`src/rtl/video_pattern_gen.sv`:
```
// video_pattern_gen: AXI4-Stream test-frame source (solid, colour bars, ramp,
// checkerboard). Emits SOF on tuser and EOL on tlast, honours tready, and
// inserts FRAME_GAP idle cycles between frames. Every output is a flop.
// The next-beat coordinates are resolved combinationally and the pixel for
// that beat is registered, so tready only ever reaches register D inputs.
module video_pattern_gen #(
   parameter int H_ACTIVE  = 16,
   parameter int V_ACTIVE  = 4,
   parameter int FRAME_GAP = 2
) (
   input  logic        aclk,
   input  logic        areset,
   input  logic        enable,
   input  logic [1:0]  pattern_sel,
   input  logic [23:0] solid_rgb,
   output logic [23:0] m_axis_video_tdata,
   output logic        m_axis_video_tvalid,
   input  logic        m_axis_video_tready,
   output logic        m_axis_video_tuser,
   output logic        m_axis_video_tlast,
   output logic        frame_done,
   output logic [15:0] frame_count
);

   localparam logic [11:0] X_LAST   = 12'(H_ACTIVE - 1);
   localparam logic [11:0] Y_LAST   = 12'(V_ACTIVE - 1);
   localparam logic [11:0] BAR_LAST = 12'(H_ACTIVE / 8 - 1);
   localparam int          GW       = (FRAME_GAP > 1) ? $clog2(FRAME_GAP) : 1;
   localparam logic [GW-1:0] GAP_LAST = (FRAME_GAP > 0) ? GW'(FRAME_GAP - 1) : '0;

   typedef enum logic [1:0] {IDLE, ACTIVE, GAP} state_t;

   state_t        state, state_nx;
   logic [11:0]   x, x_nx;
   logic [11:0]   y, y_nx;
   logic [2:0]    bar_idx, bar_idx_nx;
   logic [11:0]   bar_cnt, bar_cnt_nx;
   logic [GW-1:0] gap_cnt, gap_cnt_nx;
   logic [1:0]    cfg_sel, cfg_sel_nx;
   logic [23:0]   cfg_rgb, cfg_rgb_nx;
   logic          valid_nx;
   logic          done_nx;
   logic          start;

   // Pixel value for a coordinate under a given frame configuration.
   // Colour bars use the running bar index, so no divider is needed.
   function automatic logic [23:0] pix(input logic [1:0]  sel,
                                       input logic [23:0] rgb,
                                       input logic [11:0] px,
                                       input logic [11:0] py,
                                       input logic [2:0]  bar);
      logic [23:0] v;
      v = 24'h000000;
      case (sel)
         2'd0: v = rgb;
         2'd1: begin
            case (bar)
               3'd0:    v = 24'hFFFFFF;
               3'd1:    v = 24'hFF00FF;
               3'd2:    v = 24'h00FFFF;
               3'd3:    v = 24'h0000FF;
               3'd4:    v = 24'hFFFF00;
               3'd5:    v = 24'hFF0000;
               3'd6:    v = 24'h00FF00;
               default: v = 24'h000000;
            endcase
         end
         2'd2:    v = {px[7:0], px[7:0], px[7:0]};
         default: v = (px[3] ^ py[3]) ? 24'h000000 : 24'hFFFFFF;
      endcase
      return v;
   endfunction

   // Next state, next coordinates and config relatch at every frame start.
   always_comb begin
      state_nx   = state;
      x_nx       = x;
      y_nx       = y;
      bar_idx_nx = bar_idx;
      bar_cnt_nx = bar_cnt;
      gap_cnt_nx = gap_cnt;
      cfg_sel_nx = cfg_sel;
      cfg_rgb_nx = cfg_rgb;
      valid_nx   = 1'b0;
      done_nx    = 1'b0;
      start      = 1'b0;

      case (state)
         IDLE: begin
            if (enable) begin
               state_nx = ACTIVE;
               start    = 1'b1;
            end
         end

         ACTIVE: begin
            valid_nx = 1'b1;
            if (m_axis_video_tvalid && m_axis_video_tready) begin
               if (x == X_LAST) begin
                  x_nx       = '0;
                  bar_idx_nx = '0;
                  bar_cnt_nx = '0;
                  if (y == Y_LAST) begin
                     y_nx    = '0;
                     done_nx = 1'b1;
                     if (FRAME_GAP > 0) begin
                        state_nx   = GAP;
                        gap_cnt_nx = '0;
                        valid_nx   = 1'b0;
                     end else if (enable) begin
                        // back-to-back: next frame's (0,0) follows with no bubble
                        start = 1'b1;
                     end else begin
                        state_nx = IDLE;
                        valid_nx = 1'b0;
                     end
                  end else begin
                     y_nx = y + 12'd1;
                  end
               end else begin
                  x_nx = x + 12'd1;
                  if (bar_cnt == BAR_LAST) begin
                     bar_cnt_nx = '0;
                     bar_idx_nx = bar_idx + 3'd1;
                  end else begin
                     bar_cnt_nx = bar_cnt + 12'd1;
                  end
               end
            end
         end

         GAP: begin
            if (gap_cnt == GAP_LAST) begin
               if (enable) begin
                  state_nx = ACTIVE;
                  start    = 1'b1;
               end else begin
                  state_nx = IDLE;
               end
            end else begin
               gap_cnt_nx = gap_cnt + 1'b1;
            end
         end

         default: state_nx = IDLE;
      endcase

      // A frame start always restarts at (0,0) with freshly sampled config.
      if (start) begin
         valid_nx   = 1'b1;
         x_nx       = '0;
         y_nx       = '0;
         bar_idx_nx = '0;
         bar_cnt_nx = '0;
         cfg_sel_nx = pattern_sel;
         cfg_rgb_nx = solid_rgb;
      end
   end

   // State, coordinate, bar and gap counters, latched frame config.
   always_ff @(posedge aclk or posedge areset) begin
      if (areset) begin
         state   <= IDLE;
         x       <= '0;
         y       <= '0;
         bar_idx <= '0;
         bar_cnt <= '0;
         gap_cnt <= '0;
         cfg_sel <= '0;
         cfg_rgb <= '0;
      end else begin
         state   <= state_nx;
         x       <= x_nx;
         y       <= y_nx;
         bar_idx <= bar_idx_nx;
         bar_cnt <= bar_cnt_nx;
         gap_cnt <= gap_cnt_nx;
         cfg_sel <= cfg_sel_nx;
         cfg_rgb <= cfg_rgb_nx;
      end
   end

   // Registered stream outputs for the beat being presented next cycle.
   // During a stall the next coordinates equal the current ones, so the
   // recomputed beat is identical and the outputs stay stable.
   always_ff @(posedge aclk or posedge areset) begin
      if (areset) begin
         m_axis_video_tdata  <= '0;
         m_axis_video_tvalid <= 1'b0;
         m_axis_video_tuser  <= 1'b0;
         m_axis_video_tlast  <= 1'b0;
      end else begin
         m_axis_video_tvalid <= valid_nx;
         m_axis_video_tdata  <= valid_nx ? pix(cfg_sel_nx, cfg_rgb_nx, x_nx, y_nx, bar_idx_nx) : 24'h000000;
         m_axis_video_tuser  <= valid_nx && (x_nx == 12'd0) && (y_nx == 12'd0);
         m_axis_video_tlast  <= valid_nx && (x_nx == X_LAST);
      end
   end

   // Frame completion pulse and wrapping completed-frame counter.
   always_ff @(posedge aclk or posedge areset) begin
      if (areset) begin
         frame_done  <= 1'b0;
         frame_count <= '0;
      end else begin
         frame_done <= done_nx;
         if (done_nx) frame_count <= frame_count + 16'd1;
      end
   end

endmodule

```
`config.mk`:
```
export PLATFORM = sky130hd
export DESIGN_NAME = video_pattern_gen
export DESIGN_NICKNAME = d
export VERILOG_FILES = /design/src/rtl/video_pattern_gen.sv
export SDC_FILE = /design/constraint.sdc
export NUM_CORES = 1
export LEC_CHECK = 0
export BUFFER_PORTS_ARGS = -buffer_cell sky130_fd_sc_hd__clkbuf_2
export CAP_MARGIN = 10
export CELL_PAD_IN_SITES_DETAIL_PLACEMENT = 1
export CELL_PAD_IN_SITES_GLOBAL_PLACEMENT = 1
export CORE_MARGIN = 5
export CORE_UTILIZATION = 40
export DETAILED_ROUTE_END_ITERATION = 12
export GPL_TIMING_DRIVEN = 0
export PLACE_DENSITY_LB_ADDON = 0.1
export SETUP_SLACK_MARGIN = 0.1
export SLEW_MARGIN = 0
export SYNTH_ARGS = -nofsm -noshare
export SYNTH_HDL_FRONTEND = slang
export SYNTH_SLANG_ARGS = --single-unit
```
`constraint.sdc`:
```
create_clock -name aclk -period 2.9 [get_ports aclk]
set_input_delay 0.145 -clock aclk [delete_from_list [all_inputs] [get_ports aclk]]
set_output_delay 0.145 -clock aclk [all_outputs]
set_load 0.005 [all_outputs]
```
==> flow_summary.json, run 1 <==
{
  "status": "finished clean",
  "hp-start": "solid_rgb[19]",
  "relSlewSlack_pct": 56.9,
  "drt_wl_total_um": 15000,
  "synth_top_family_by_area": "simple AND/OR/NAND/NOR gates",
  "grt_pass1_vias": 4857,
  "synthCells": 548,
  "netlist.area_leader.share_pct": 52.3,
  "multiInputGateArea_um2": 2510,
  "regArea_um2": 2800,
  "synth_most_common_cell": "dfrtp_1",
  "grt_overflow": 0,
  "synth-seq-area-share_pct": 52.3,
  "wl_per_cell_um": 17.9,
  "synth-simple-area-share_pct": 25.2,
  "synth_ff_type": "dfrtp_1",
  "htreeDepth": 3,
  "routed_via_density": 5.36,
  "fill_cells": 1505,
  "startpoint_type": "flop",
  "row_count": 42,
  "whs_ns": 0.00898,
  "cp.required_ns": 3.19,
  "reg2regPathDepth": 11,
  "drc": 0,
  "crit_slowest_cell": "nor4_4",
  "critPathKind": "reg -> reg",
  "fin_crit_sh_pct": 92.4,
  "layout.nets": 691,
  "path_cells": "buf_2, nor4_4, nand4_4, buf_4, buf_4, nand2_1, buf_2, nor2_1, nand4b_1, nor4_1, and4_1",
  "cts_tree": "yes",
  "ant_nets": 0,
  "worstPathArrival_ns": 2.97,
  "grt_first_pass_wirelength_um": 24700,
  "antenna_found_initial": 0,
  "rsz0062_at_grt": "no",
  "vias": 4485,
  "start_util_pct": 40.6,
  "fmaxAchievable_mhz": 373,
  "power_mw": 4.96,
  "netlist_top_cells_count": "dfrtp_1, nand2_1, nor2_1",
  "power.density_nw_per_um2": 751,
  "maxCapViolCount": 0,
  "hp-class": "in -> reg",
  "detail_route.iter0.violations": 224,
  "r2r-start": "x[6]$_DFF_PP0_",
  "die_w_um": 126,
  "synthToLayoutAreaGrowth_pct": 23.3,
  "die_area_um2": 15800,
  "ys_warn_count": 0,
  "antenna_cells": 0,
  "post_synth.cell_area_avg_um2": 9.78,
  "async_reset_ff_share_pct": 100,
  "cts_buffers": 9,
  "synth_compound_area_share_pct": 11.7,
  "synth_area_leaders": "dfrtp_1, nand2_1, xnor2_1, nor2_1, and3_1",
  "synth_top_area_cell": "dfrtp_1",
  "met2_usage_pct": 32.8,
  "hpwl_um": 10800,
  "layout_setup_ws_ns": 0.220,
  "setup_viol": 0,
  "rrSetupSlack_ns": 0.22,
  "max-clock-path-buffers": 2,
  "firstDrtPassIters": 4,
  "clk_pin_slew_worst_paths_ns": 0.08,
  "netlist_area_um2": 5360,
  "synth_edf_count": 0,
  "synth.net_count": 584,
  "drv_slew": 0,
  "synth_fa_ha_area_share_pct": 1.40,
  "slowest_delay_ns": 0.41,
  "core_area_um2": 13200,
  "pin_count": 74,
  "crit_start": "x[6]$_DFF_PP0_",
  "place_area_um2": 6010,
  "synth_cell_type_count": 52,
  "fin_crit_ns": 2.68,
  "grt_max_degree": 35,
  "cts.sinks": 112,
  "gr-usage-met3_pct": 4.15,
  "crit_fanout": 10,
  "skew_ns": 0.0103,
  "max_slew.worst_pin.slew_ns": 0.642,
  "grt.busiest_layer": "met2",
  "crit_end": "m_axis_video_tuser$_DFF_PP0_",
  "ir_drop_mv": 0.431,
  "worstSkewPairLatency_ns": 0.36,
  "synthMuxAreaShare_pct": 0.770,
  "gr-usage-all-layers_pct": 19.2,
  "critPathCaptureType": "flop",
  "fin_area_um2": 6610,
  "gp_congestion": 0.828,
  "final-hold-violation-count": 0,
  "die_h_um": 126,
  "grtUsageMet1_pct": 24.8,
  "drive_above_1_share_pct": 22.7,
  "port_buffers": 73,
  "leakage_nw": 3.12,
  "worstReg2RegEnd": "m_axis_video_tuser$_DFF_PP0_",
  "synthXorXnorAreaFrac_pct": 5.88,
  "cts_root_buf": "clkbuf_16",
  "ys_seq_elements": 112,
  "post-place-ws_ns": -0.241
}
placed cells by master (no fill, tap or decap), types with 3 or more instances in the layout:
| cell type | n |
|---|---|
| nand2b_1 | 3 |
| buf_12 | 3 |
| nor2b_1 | 3 |
| nand2_1 | 104 |
| nor2_1 | 48 |
| a221oi_1 | 10 |
| clkbuf_1 | 10 |
| nand4_1 | 14 |
| or3_1 | 3 |
| xnor2_1 | 21 |
| buf_4 | 17 |
| nor3_1 | 7 |
| o31ai_1 | 4 |
| o21ai_0 | 14 |
| a21oi_1 | 11 |
| dlygate4sd3_1 | 7 |
| nand3_1 | 20 |
| nor2_2 | 3 |
| o21bai_1 | 12 |
| inv_1 | 9 |
| and2_1 | 3 |
| a31o_2 | 3 |
| and3_1 | 24 |
| clkbuf_16 | 9 |
| o31a_1 | 14 |
| ha_1 | 5 |
| nor4_1 | 9 |
| and4_1 | 9 |
| xor2_1 | 14 |
| buf_2 | 4 |
| dfrtp_1 | 111 |
| clkbuf_2 | 78 |
kinds of logic after synthesis:
family,count (synthesis)
flops,112
fa+ha+maj,6
simple gates,269
xor+xnor,36
buf+inv,35
compound gates,86
mux,4
how the worst min path moves through the flow:
stage          cells after the start                           to  slack (ns)
2_1_floorplan                      2         cfg_rgb[0]$_DFF_PP0_        0.26
3_5_place_dp                       2  frame_count[15]$_DFFE_PP0P_        0.24
6_report                           3        cfg_rgb[19]$_DFF_PP0_       0.009
4_1_cts                            3         cfg_rgb[5]$_DFF_PP0_      0.0003
5_1_grt                            3         cfg_rgb[5]$_DFF_PP0_        0.01
3_3_place_gp                       3        cfg_rgb[12]$_DFF_PP0_        0.37
final cells by class:
class,instances,share of cell area [%]
buffer,23,1.70
sequential,112,42.4
timing repair buffer,98,9.20
clock buffer,10,3.61
clock inverter,6,1.14
multi-input combinational,401,38.0
inverter,10,0.624
tap,176,3.33
repair_timing:
item | in CTS | in global routing
pin swaps | 3 | 6
buffers inserted | 4 | 10
hold buffers | 7 | 0
endpoints found under the setup margin | 28 | 27
gates resized for setup | 11 | 25
cloned | 0 | 1
hold endpoints to repair | 31 | 0
flip-flops by register name (all words and copies together), names as in the netlist, 2 cells and up:
signal / count
m_axis_video_tdata: 24
x: 12
bar_idx: 3
frame_count: 16
cfg_sel: 2
state: 2
y: 12
cfg_rgb: 24
bar_cnt: 12
worst max-delay path: cells and delay by family, from the launching register on:
family / cells / cell delay (ns)
simple gates: 7 / 1.50
flops: 1 / 0.36
buf+inv: 4 / 0.76
metrics by stage:
| stage | setup TNS, ns | util (%) | instances |
|---|---|---|---|
| 2_1_floorplan | 0 | - | 548 |
| 3_3_place_gp | -2.40 | 45.1 | 797 |
| 3_5_place_dp | -2.52 | 45.6 | 800 |
| 4_1_cts | 0 | 48.9 | 826 |
| 5_1_grt | 0 | 50.1 | 836 |
| 6_report | 0 | 50.1 | 836 |
routing by layer:
metal,routed length (um),part of all wire (%)
met2,7410,50
met5,0,0
met1,6790,45
met3,579,3.9
met4,187,1.2
report_power, final:
group          internal, mW  switching [mW]
Combinational         0.631           0.904
Sequential             1.93           0.181
Clock                 0.710           0.613
Total                  3.27            1.70
No activity file was read; power rests on OpenSTA's default activity.
==> run 2: changes to the inputs <==
--- a/config.mk
+++ b/config.mk
@@ -5,15 +5,16 @@
 export SDC_FILE = /design/constraint.sdc
 export NUM_CORES = 1
 export LEC_CHECK = 0
+export ABC_AREA = 1
 export BUFFER_PORTS_ARGS = -buffer_cell sky130_fd_sc_hd__clkbuf_2
 export CAP_MARGIN = 10
 export CELL_PAD_IN_SITES_DETAIL_PLACEMENT = 1
 export CELL_PAD_IN_SITES_GLOBAL_PLACEMENT = 1
 export CORE_MARGIN = 5
-export CORE_UTILIZATION = 40
+export CORE_UTILIZATION = 39
 export DETAILED_ROUTE_END_ITERATION = 12
 export GPL_TIMING_DRIVEN = 0
-export PLACE_DENSITY_LB_ADDON = 0.1
+export PLACE_DENSITY = 0.78
 export SETUP_SLACK_MARGIN = 0.1
 export SLEW_MARGIN = 0
 export SYNTH_ARGS = -nofsm -noshare
==> run 2 against run 1 <==
Compared with the run above:
- combinational power up 34%
- wire length increased by 22%
- critical path depth did not move
- sequential share of layout area down 3.3 points
- die area is 15% higher
- critical endpoint unchanged
==> flow_summary.json, run 2 <==
{
  "dp.cells": 1105,
  "fill_cells": 1974,
  "ir_drop_mv": 0.510,
  "tns_ns": 0,
  "die_h_um": 135,
  "setup_viol": 0,
  "rsz0062_at_grt": "no",
  "antenna_cells": 0,
  "gp_congestion": 0.835,
  "worstPathArrival_ns": 2.86,
  "fin_cells": 1127,
  "fmaxAchievable_mhz": 392,
  "critPathKind": "reg -> reg",
  "netlist_area_um2": 6090,
  "worstReg2RegEnd": "m_axis_video_tuser$_DFF_PP0_",
  "async_reset_ff_share_pct": 100,
  "grt_pass1_vias": 5843,
  "final_cell_mix": "nand2_1, dfrtp_1, nor2_1, inv_1, clkbuf_2",
  "pin_count": 74,
  "die_w_um": 135,
  "crit_fanout": 6,
  "whs_ns": 0.00779,
  "layout_commonest_cell": "nand2_1",
  "cts_tree": "yes",
  "startpoint_type": "flop",
  "synth_cell_type_count": 38,
  "cts.sinks": 112,
  "hp-class": "in -> reg",
  "max-clock-path-buffers": 2,
  "netlist.area_leader.share_pct": 46.1,
  "reg2regPathDepth": 11,
  "biggestRegsByFlops": "cfg_rgb (24), m_axis_video_tdata (24), frame_count (16)",
  "firstDrtPassIters": 5,
  "wl_per_cell_um": 16.3,
  "cts_buffers": 9,
  "leakage_nw": 3.92,
  "skew_ns": 0.0123,
  "status": "finished clean",
  "synth_edf_count": 0,
  "max_slew.worst_pin.slew_ns": 0.695,
  "row_count": 45,
  "regArea_um2": 2800,
  "start_util_pct": 39.9,
  "cts_resized": 0,
  "fin_crit_ns": 2.55,
  "fin_area_um2": 7160,
  "htreeDepth": 3,
  "ys_seq_elements": 112,
  "synth_area_leaders": "dfrtp_1, nand2_1, nor2_1, inv_1, nand3_1",
  "r2r-start": "x[0]$_DFF_PP0_",
  "netlist_top_cells_count": "nand2_1, dfrtp_1, nor2_1",
  "detail_route.iter0.violations": 247,
  "drc": 0,
  "final-hold-violation-count": 0,
  "synth.net_count": 854,
  "drt_wl_total_um": 18300,
  "fin_util_pct": 46.9,
  "worstSkewPairLatency_ns": 0.37,
  "synthCells": 818,
  "multiInputGateArea_um2": 2760,
  "hpwl_um": 13600,
  "ys_warn_count": 0,
  "crit_end": "m_axis_video_tuser$_DFF_PP0_",
  "grt_first_pass_wirelength_um": 30400,
  "fin_crit_sh_pct": 88.0,
  "synth_most_common_cell": "nand2_1",
  "grt_overflow": 0,
  "vias": 5634,
  "die_area_um2": 18200,
  "relSlewSlack_pct": 53.3,
  "grt_max_degree": 36,
  "synth_top_area_cell": "dfrtp_1",
  "gr-usage-all-layers_pct": 21.1,
  "synth-seq-area-share_pct": 46.1,
  "layout.nets": 947,
  "ant_nets": 0,
  "routed_via_density": 5.00,
  "power.density_nw_per_um2": 797,
  "cp.required_ns": 3.21,
  "drive_above_1_share_pct": 17.1,
  "drv_slew": 0,
  "crit_start": "x[0]$_DFF_PP0_",
  "cts_setup_buffers": 0,
  "maxCapViolCount": 0,
  "port_buffers": 73,
  "rrSetupSlack_ns": 0.35,
  "synth_ff_type": "dfrtp_1",
  "cts_root_buf": "clkbuf_16",
  "critPathCaptureType": "flop",
  "core_area_um2": 15300,
  "synthToLayoutAreaGrowth_pct": 17.6,
  "place_area_um2": 6780,
  "post_synth.cell_area_avg_um2": 7.44,
  "clk_pin_slew_worst_paths_ns": 0.08,
  "antenna_found_initial": 0
}
==> run 2: changes by cell type after synthesis, sizes merged, moves of 10 or more <==
cell,previous run,this run
nand2,104,284
inv,10,106
nor2,51,122
nand3,21,67
and3,25,1
xnor2,22,3
clkbuf,18,0
o31a,14,0
a221oi,12,0
nor4,13,1
o21bai,12,1
nand4,15,25
==> run 2: logic make-up after synthesis <==
group	Yosys count	synth area share, %
AND/OR/NAND/NOR	518	38.0
buffers and inverters	123	8.55
adder cells (fa/ha/maj)	6	1.23
XOR/XNOR	15	2.16
flip-flops	112	46.1
AO/OA/AOI/OAI	44	3.99
==> run 2: metal layers <==
metal  wire (um)  GRT usage [%]  up-vias
li1            -              -     2743
met4         389           7.07        0
met5           0              0        -
met1        8340           27.9     2768
met3         663           2.46       20
met2        8940           35.8      103
==> run 2: final cells by class <==
class	count	area share, %
buffer	16	1.59
clock inverter	7	1.33
multi-input combinational	583	38.6
sequential	112	39.1
inverter	107	5.73
clock buffer	9	3.15
tap	211	3.69
timing repair buffer	82	6.78
==> run 2: worst min path at each step <==
stage / end / startpoint / cells after the start
after global placement: cfg_rgb[1]$_DFF_PP0_ / solid_rgb[1] / 3
after global routing: cfg_rgb[5]$_DFF_PP0_ / solid_rgb[5] / 3
after floorplan: cfg_rgb[14]$_DFF_PP0_ / solid_rgb[14] / 2
after detailed placement: cfg_rgb[16]$_DFF_PP0_ / areset / 2
final: cfg_rgb[0]$_DFF_PP0_ / solid_rgb[0] / 3
after CTS: cfg_rgb[5]$_DFF_PP0_ / solid_rgb[5] / 3
==> run 2: where the power goes <==
group	leakage [nW]	internal (mW)	switching [mW]	total [mW]
clock network	0.157	0.698	0.671	1.37
registers	1.41	2.00	0.280	2.28
logic	2.36	0.707	1.36	2.06
total	3.92	3.40	2.31	5.71
==> run 2: metrics by stage <==
step / setup WS, ns / power [mW]
3_3_place_gp: 0.463 / 4.26
5_1_grt: 0.168 / 6.13
4_1_cts: 0.388 / 5.75
2_1_floorplan: 1.09 / 3.63
6_report: 0.348 / 5.71
3_5_place_dp: 0.457 / 4.34
==> run 2: repair_timing <==
item	in CTS	in global routing
endpoints found under the hold margin	23	0
setup endpoints to repair	0	0
hold buffers	6	0
==> run 2: worst max-delay path, stage by stage (launching register included) <==
cell and delay [ns]:
dfrtp_1 0.41, ha_1 0.30, nand3_2 0.16, nor2_1 0.17, nand2_1 0.22, nor3_1 0.64, nor2_1 0.10, nand2_1 0.10
nand2_1 0.05, nor2_1 0.16, nand3_1 0.11, nor2_1 0.09
==> run 3: changes to the inputs <==
--- a/config.mk
+++ b/config.mk
@@ -6,7 +6,7 @@
 export NUM_CORES = 1
 export LEC_CHECK = 0
 export ABC_AREA = 1
-export BUFFER_PORTS_ARGS = -buffer_cell sky130_fd_sc_hd__clkbuf_2
+export BUFFER_PORTS_ARGS = -buffer_cell sky130_fd_sc_hd__buf_2
 export CAP_MARGIN = 10
 export CELL_PAD_IN_SITES_DETAIL_PLACEMENT = 1
 export CELL_PAD_IN_SITES_GLOBAL_PLACEMENT = 1
@@ -15,7 +15,7 @@
 export DETAILED_ROUTE_END_ITERATION = 12
 export GPL_TIMING_DRIVEN = 0
 export PLACE_DENSITY = 0.78
-export SETUP_SLACK_MARGIN = 0.1
+export SETUP_SLACK_MARGIN = 0.15
 export SLEW_MARGIN = 0
 export SYNTH_ARGS = -nofsm -noshare
 export SYNTH_HDL_FRONTEND = slang
==> run 3 against run 2 <==
Compared with the run above:
- utilization grew 0.24 points
- die area is the same
- clock power down 6%
- via count decreased by 1.1%
- cell count increased by 0.35%
- highest routed layer unchanged
==> flow_summary.json, run 3 (synthesized netlist as in run 2, its figures left out) <==
{
  "status": "finished clean",
  "layout.nets": 951,
  "port_buffers": 73,
  "ctsHoldBuffers": 10,
  "cts_buffers": 9,
  "leakage_nw": 3.94,
  "fmaxAchievable_mhz": 413,
  "ir_drop_mv": 0.476,
  "cts.sinks": 112,
  "multiInputGateArea_um2": 2760,
  "drt_wl_total_um": 17700,
  "cts_resized": 0,
  "htreeDepth": 3,
  "cp.required_ns": 3.20,
  "path_cells": "ha_1, nand3_2, nor2_1, nand2_1, nor3_1, nor2_1, nand2_1, nand2_1, nor2_1, nand3_1, nor2_1",
  "firstDrtPassIters": 5,
  "critPathKind": "reg -> reg",
  "worstPathArrival_ns": 2.72,
  "start_util_pct": 39.9,
  "clk_pin_slew_worst_paths_ns": 0.08,
  "hpwl_um": 13500,
  "synthToLayoutAreaGrowth_pct": 18.2,
  "layout_setup_ws_ns": 0.478,
  "maxCapViolCount": 0,
  "antenna_cells": 0,
  "grt_first_pass_wirelength_um": 29300,
  "cts_root_buf": "clkbuf_16",
  "regArea_um2": 2800,
  "biggestRegsByFlops": "cfg_rgb (24), m_axis_video_tdata (24), frame_count (16)",
  "routed_via_density": 4.93,
  "core_area_um2": 15300,
  "fill_cells": 1954,
  "detail_route.iter0.violations": 222,
  "crit_fanout": 6,
  "post-place-ws_ns": 0.434,
  "wl_per_cell_um": 15.6,
  "row_count": 45,
  "drive_above_1_share_pct": 17.1,
  "fin_crit_ns": 2.42,
  "power.density_nw_per_um2": 779,
  "grt_max_degree": 36,
  "die_w_um": 135,
  "die_area_um2": 18200,
  "relSlewSlack_pct": 57.3,
  "cts_setup_buffers": 0,
  "hp-class": "in -> reg",
  "final-hold-violation-count": 0,
  "pin_count": 74,
  "final_cell_mix": "nand2_1, dfrtp_1, nor2_1, inv_1, buf_2",
  "worstSkewPairLatency_ns": 0.36,
  "critPathCaptureType": "flop",
  "slowest_delay_ns": 0.54,
  "grt_pass1_vias": 5708,
  "layout_commonest_cell": "nand2_1",
  "crit_top_cell": "nor2_1",
  "die_h_um": 135,
  "antenna_found_initial": 0,
  "drv_slew": 0,
  "tns_ns": 0,
  "startpoint_type": "flop",
  "gr-usage-all-layers_pct": 20.2,
  "max-clock-path-buffers": 2,
  "cts_tree": "yes",
  "rsz0062_at_grt": "no",
  "fin_cells": 1131,
  "fin_crit_sh_pct": 83.5,
  "max_slew.worst_pin.slew_ns": 0.640,
  "vias": 5571,
  "dp.cells": 1105,
  "gp_congestion": 0.827,
  "setup_viol": 0,
  "crit_slowest_cell": "nor3_1",
  "drc": 0,
  "ant_nets": 0,
  "skew_ns": 0.00631,
  "grt_overflow": 0
}
run 3: where the power goes:
part,switching (mW),internal (mW)
clock,0.674,0.620
sequential,0.273,1.99
combinational,1.33,0.712
run 3: worst paths after layout:
kind / start / endpoint / slack [ns] / cells after the start
max: x[0]$_DFF_PP0_ / m_axis_video_tuser$_DFF_PP0_ / 0.48 / 11
min: solid_rgb[8] / cfg_rgb[8]$_DFF_PP0_ / 0.009 / 3
max reg2reg: x[0]$_DFF_PP0_ / m_axis_video_tuser$_DFF_PP0_ / 0.48 / 11
min reg2reg: gap_cnt$_DFFE_PP0P_ / state[1]$_DFFE_PP0P_ / 0.46 / 1
max in group asynchronous: areset / y[6]$_DFF_PP0_ / 1.67 / 5
min in group asynchronous: areset / cfg_rgb[6]$_DFF_PP0_ / 0.40 / 3
run 3: final cells by class:
type,instances,area share [%]
sequential,112,38.9
multi-input combinational,583,38.4
timing repair buffer,86,7.41
inverter,107,5.70
tap,211,3.67
clock buffer,9,3.13
buffer,16,1.58
clock inverter,7,1.17
run 3: through the flow:
step / hold WS (ns) / total power [mW] / instance area [um^2] / utilization (%)
floorplan: 0.275 / 3.63 / 6090 / -
global placement: 0.366 / 4.26 / 6720 / 44.0
detailed placement: 0.265 / 4.33 / 6790 / 44.5
CTS: 0.0000126 / 5.67 / 7200 / 47.2
global route: 0.0173 / 6.04 / 7200 / 47.2
finish: 0.00941 / 5.61 / 7200 / 47.2
run 3: layer usage:
metal  wire [um]  up-vias  global-route usage [%]
li1            -     2748                       -
met1        8120     2702                    26.8
met2        8580      101                    34.4
met3         680       20                    2.76
met4         320        0                    6.50
met5           0        -                       0
run 3: worst max-delay path, delay by kind of cell (launching register included):
kind,cells,cell delay [ns]
simple gates,10,1.66
flops,1,0.40
fa+ha+maj,1,0.30
